`config.mk`:
```
export PLATFORM = sky130hd
export DESIGN_NAME = ifetch_unit
export DESIGN_NICKNAME = d
export VERILOG_FILES = /design/src/rtl/riscv_pkg.sv /design/src/rtl/ifetch_pc_gen.sv /design/src/rtl/ifetch_unit.sv
export SDC_FILE = /design/constraint.sdc
export NUM_CORES = 1
export LEC_CHECK = 0
export BUFFER_PORTS_ARGS = -buffer_cell sky130_fd_sc_hd__buf_2
export CORE_ASPECT_RATIO = 0.75
export CORE_MARGIN = 2
export CORE_UTILIZATION = 54
export DETAILED_ROUTE_END_ITERATION = 7
export PLACE_DENSITY = 0.83
export SLEW_MARGIN = 20
export SYNTH_ARGS = -nofsm -noshare
export SYNTH_HDL_FRONTEND = slang
export SYNTH_SLANG_ARGS = --single-unit
```
`constraint.sdc`:
```
create_clock -name clk -period 7.2 [get_ports clk]
set_input_delay 1.44 -clock clk [delete_from_list [all_inputs] [get_ports clk]]
set_output_delay 1.44 -clock clk [all_outputs]
set_load 0.005 [all_outputs]
```
`src/rtl/riscv_pkg.sv`:
```
// Shared fetch-stage constants, the fetch FSM encoding and the end-of-memory range check.
package riscv_pkg;

  localparam logic [31:0] INS_NOP = 32'h0000_0013;
  localparam logic [31:0] PC_STEP = 32'd4;

  typedef enum logic [1:0] {
    ST_BOOT = 2'd0,
    ST_RUN  = 2'd1,
    ST_END  = 2'd2
  } fetch_state_e;

  // 33-bit so a pc near 2^32 cannot wrap back into range.
  function automatic logic past_end(input logic [31:0] pc, input logic [32:0] limit);
    return ({1'b0, pc} + {1'b0, PC_STEP}) > limit;
  endfunction

endpackage

```
`src/rtl/ifetch_pc_gen.sv`:
```
// Next-pc select (hold / +4 / redirect) and range checks for the fetch stage.
// IFETCH_MISALIGN_CHECK_EN: misaligned redirect targets are flagged instead of truncated.
module ifetch_pc_gen
  import riscv_pkg::*;
#(
  parameter int unsigned IMEM_BYTES = 80
) (
  input  logic [31:0] pc_i,
  input  logic        load_i,
  input  logic        redirect_valid_i,
  input  logic [31:0] redirect_target_i,
  output logic [31:0] pc_d_o,
  output logic [31:0] pc_plus4_o,
  output logic        pc_past_end_o,
  output logic        tgt_past_end_o
`ifdef IFETCH_MISALIGN_CHECK_EN
  ,
  output logic        misalign_o
`endif
);

  localparam logic [32:0] LIMIT = 33'(IMEM_BYTES);

  logic [31:0] tgt;

  assign pc_plus4_o    = pc_i + PC_STEP;
  assign pc_past_end_o = past_end(pc_i, LIMIT);

`ifdef IFETCH_MISALIGN_CHECK_EN
  assign tgt        = redirect_target_i;
  assign misalign_o = redirect_target_i[1:0] != 2'b00;
`else
  logic unused_tgt_lo;
  assign tgt           = {redirect_target_i[31:2], 2'b00};
  assign unused_tgt_lo = ^redirect_target_i[1:0];
`endif

  assign tgt_past_end_o = past_end(tgt, LIMIT);

  always_comb begin
    pc_d_o = pc_i;
    if (redirect_valid_i) begin
`ifdef IFETCH_MISALIGN_CHECK_EN
      if (!misalign_o) pc_d_o = tgt;
`else
      pc_d_o = tgt;
`endif
    end else if (load_i) begin
      pc_d_o = pc_plus4_o;
    end
  end

endmodule

```
`src/rtl/ifetch_unit.sv`:
```
// Instruction-fetch stage: PC, fetch FSM and the IF/ID register with valid/ready to decode.
// IFETCH_MISALIGN_CHECK_EN adds a sticky misalign_err output for misaligned redirects.
module ifetch_unit
  import riscv_pkg::*;
#(
  parameter logic [31:0] RESET_PC   = 32'h0,
  parameter int unsigned IMEM_BYTES = 80
) (
  input  logic        clk,
  input  logic        rst_n,
  output logic [31:0] imem_addr,
  input  logic [31:0] imem_ins,
  input  logic        redirect_valid,
  input  logic [31:0] redirect_target,
  input  logic        id_ready,
  output logic        if_valid,
  output logic [31:0] if_ins,
  output logic [31:0] if_pc,
  output logic [31:0] if_pc_plus4,
  output logic        fetch_done
`ifdef IFETCH_MISALIGN_CHECK_EN
  ,
  output logic        misalign_err
`endif
);

  fetch_state_e state_q;
  logic [31:0]  pc_q, pc_d, pc_plus4;
  logic         vld_q;
  logic [31:0]  ins_q, ifpc_q, ifpc4_q;
  logic         pc_past_end, tgt_past_end, load;

  // Stall only blocks a load while a held word is still waiting for decode.
  assign load = (state_q == ST_RUN) && !pc_past_end && (!vld_q || id_ready);

`ifdef IFETCH_MISALIGN_CHECK_EN
  logic misalign, misalign_q;
  assign misalign_err = misalign_q;
`endif

  ifetch_pc_gen #(.IMEM_BYTES(IMEM_BYTES)) u_pc_gen (
    .pc_i              (pc_q),
    .load_i            (load),
    .redirect_valid_i  (redirect_valid),
    .redirect_target_i (redirect_target),
    .pc_d_o            (pc_d),
    .pc_plus4_o        (pc_plus4),
    .pc_past_end_o     (pc_past_end),
    .tgt_past_end_o    (tgt_past_end)
`ifdef IFETCH_MISALIGN_CHECK_EN
    ,
    .misalign_o        (misalign)
`endif
  );

  always_ff @(posedge clk or negedge rst_n) begin
    if (!rst_n) begin
      state_q <= ST_BOOT;
      pc_q    <= RESET_PC;
      vld_q   <= 1'b0;
      ins_q   <= INS_NOP;
      ifpc_q  <= 32'h0;
      ifpc4_q <= 32'h0;
`ifdef IFETCH_MISALIGN_CHECK_EN
      misalign_q <= 1'b0;
`endif
    end else begin
      pc_q <= pc_d;
      if (redirect_valid) begin
        // Squash whatever sits in IF/ID; the new path starts one bubble later.
        vld_q <= 1'b0;
`ifdef IFETCH_MISALIGN_CHECK_EN
        if (misalign) begin
          state_q    <= ST_END;
          misalign_q <= 1'b1;
        end else
`endif
        state_q <= tgt_past_end ? ST_END : ST_RUN;
      end else begin
        if (state_q == ST_BOOT) state_q <= ST_RUN;
        else if (state_q == ST_RUN && pc_past_end) state_q <= ST_END;
        if (load) begin
          vld_q   <= 1'b1;
          ins_q   <= imem_ins;
          ifpc_q  <= pc_q;
          ifpc4_q <= pc_plus4;
        end else if (id_ready) begin
          vld_q <= 1'b0;
        end
      end
    end
  end

  assign imem_addr   = pc_q;
  assign if_valid    = vld_q;
  assign if_ins      = ins_q;
  assign if_pc       = ifpc_q;
  assign if_pc_plus4 = ifpc4_q;
  assign fetch_done  = (state_q == ST_END);

endmodule

```
==> qor.yml <==
use_met3_pct: 5.52
htree_num_levels: 4
setup_ws_ps: 3230
p_leak_nw: 3.91
synth_edf_count: 0
worstSetupStartpointType: "flip-flop"
io_pins: 198
wl_per_cell_um: 17.5
cts_buffers: 17
gr-usage-met1_pct: 33.1
dpl_worst_slack_ps: 3170
antenna_found_initial: 0
slew_viol_final: 0
finalPower_mw: 1.70
peakVddDrop_mv: 0.138
path_buf_inv: 1
crit_family: "simple AND/OR/NAND/NOR gates"
rsz0062_at_grt: "no"
synth-seq-area-share_pct: 54.0
top_usage_layer: "met2"
n_antenna_cell: 0
hp-start: "if_pc_plus4[30]$_DFFE_PN0P_"
postPlaceCellArea_sq_um: 6790
postCtsSetupBuffers: 0
cpMaxStageDelayCell: "nor3_2"
clockBufferDepth: 2
tns_ps: 0
grt_usage_pct: 24.8
grt_pass1_vias: 4425
cp.required_ps: 7490
fin_util_pct: 71.1
powerDensity_nw_per_um2: 231
coreArea_sq_um: 10400
synthToLayoutAreaGrowth_pct: 27.2
cts.sinks: 125
ys.flop_type: "dfrtp_1"
multiInputGateArea_sq_um: 2500
reg2reg_from: "imem_addr[13]$_DFFE_PN0P_"
overflow: 0
holdBufCountCts: 0
synth_cell_types: 67
final_cells: 809
die_w_um: 124
hold_class: "reg -> reg"
dp_hpwl_mm: 10.0
yosysWarnings: 0
clk_pin_slew_ps: 60
initial_utilization_pct: 55.9
drive_gt1_share_pct: 46.7
final_common_cell: "buf_2"
maxCapViolCount: 0
fin_skew_ps: 10.2
netlist.area_leader.share_pct: 52.7
worst_pin_slew_ps: 885
postRouteAntennaNets: 0
nFillCells: 733
io_buffers: 189
yosysTopAreaCell: "dfrtp_1"
crit_start: "imem_addr[13]$_DFFE_PN0P_"
status: "complete, no violations"
drt_iter0_markers: 325
std_cell_rows: 32
design_area_sq_um: 7380
grt_start_max_net_pins: 93
wl_mm: 14.1
max_stage_delay_ps: 690
first_pass_iters: 5
period_minus_slack_ps: 3970
cp_cell_sequence: "nand3_1 > nor3_2 > nand4_1 > xnor2_1 > nor4_1 > and4_2 > nand3_4 > buf_12 > mux2_4"
die_h_um: 93.7
die_area_sq_um: 11600
vias_per_cell: 5.55
fin_nets: 729
ctsResizeCount: 0
routabilityCongestion: 0.928
grt_pass1_wl_mm: 22.1
grtUsageMet2_pct: 39.5
clock_latency_ps: 410
arrival_ps: 4260
hold_viol: 0
cts_tree: "built"
ys_ff_latch: 125
synthArstFlopShare_pct: 100
netlist_area_sq_um: 5800
fmax_mhz: 252
fin_hold_ws_ps: 482
slew_headroom_pct: 41.0
dp_cells: 776
criticalPathCategory: "reg -> reg"
setup_viol: 0
num_vias: 4493
seq_area_sq_um: 3130
syn_inst: 470
fin_crit_sh_pct: 55.1
cp-end-kind: "flip-flop"
avgSynthCellArea_sq_um: 12.3
worst-path-max-fanout: 57
synth_area_leaders: "dfrtp_1 53%, mux2_4 7.5%, mux2_2 6.6%, and2_1 5.5%, nor2_1 1.6%"
cts-root-buf: "clkbuf_16"
detail_route.drc_violations: 0
layout_common_cells: "188 x buf_2, 122 x dfrtp_1, 51 x and2_1"
[final timing paths]
check	end	cells past startpoint	slack (ps)
max in group asynchronous	if_ins[29]$_DFFE_PN0P_	2	4800
hold / removal	if_pc_plus4[30]$_DFFE_PN0P_	1	480
hold reg to reg	if_pc_plus4[30]$_DFFE_PN0P_	1	480
setup / recovery	if_ins[18]$_DFFE_PN0P_	9	3230
min in group asynchronous	imem_addr[26]$_DFFE_PN0P_	1	1050
setup reg to reg	if_ins[18]$_DFFE_PN0P_	9	3230
[worst register-to-register path, delay by kind of cell, from the launching register on]
family / cells / cell delay [ps]
flops: 1 / 480
xor+xnor: 1 / 180
simple gates: 6 / 2420
buf+inv: 1 / 440
mux: 1 / 330
[cells in the mapped netlist, types with 4 or more instances]
| cell type | count |
|---|---|
| dfrtp_1 | 122 |
| and2_1 | 51 |
| mux2_2 | 34 |
| mux2_4 | 29 |
| nor2_1 | 24 |
| nand2_1 | 21 |
| nand3_1 | 13 |
| nand4_1 | 10 |
| clkbuf_1 | 9 |
| a31oi_1 | 8 |
| buf_4 | 8 |
| inv_1 | 8 |
| o21ai_0 | 8 |
| and3_1 | 7 |
| nand2b_1 | 6 |
| xnor2_1 | 6 |
| a211oi_1 | 5 |
| a21oi_1 | 5 |
| mux2i_1 | 5 |
| nor3_1 | 5 |
| and4_1 | 4 |
| buf_2 | 4 |
| buf_6 | 4 |
| o31ai_1 | 4 |
[cell families after synthesis]
| family | count (synthesis) | synth area share [%] |
|---|---|---|
| adders and majority gates | 1 | 0.216 |
| xor gates and xnor gates | 9 | 1.36 |
| DFF | 125 | 54.0 |
| AOI/OAI and AO/OA | 54 | 6.78 |
| buffers and inverters | 34 | 3.32 |
| and+or+nand+nor | 175 | 18.7 |
| other | 1 | 0.0647 |
| muxes | 71 | 15.6 |
[state kept, by name, indices dropped and copies added, names as in the netlist]
name	cells
if_ins	32
if_pc	30
if_pc_plus4	30
if_valid	1
imem_addr	30
state_q	2
[power by group]
part	internal, mW	total, mW	switching (mW)
clock	0.459	0.815	0.356
sequential	0.719	0.754	0.0355
combinational	0.0615	0.132	0.0709
total	1.24	1.70	0.462
[final cells by class]
cell class                 count  share of cell area [%]
clock inverter                15                    1.90
tap                          136                    2.31
sequential                   125                    42.5
inverter                       9                   0.458
multi-input combinational    316                    33.9
clock buffer                  17                    5.77
timing repair buffer         191                    13.2
[layer usage]
metal / up-vias / share of wire (%)
met2: 190 / 49
met4: 0 / 1.8
met1: 2222 / 42
met5: - / 0
li1: 2052 / -
met3: 29 / 6.5
Note: power is estimated with default switching activity, not from simulation.
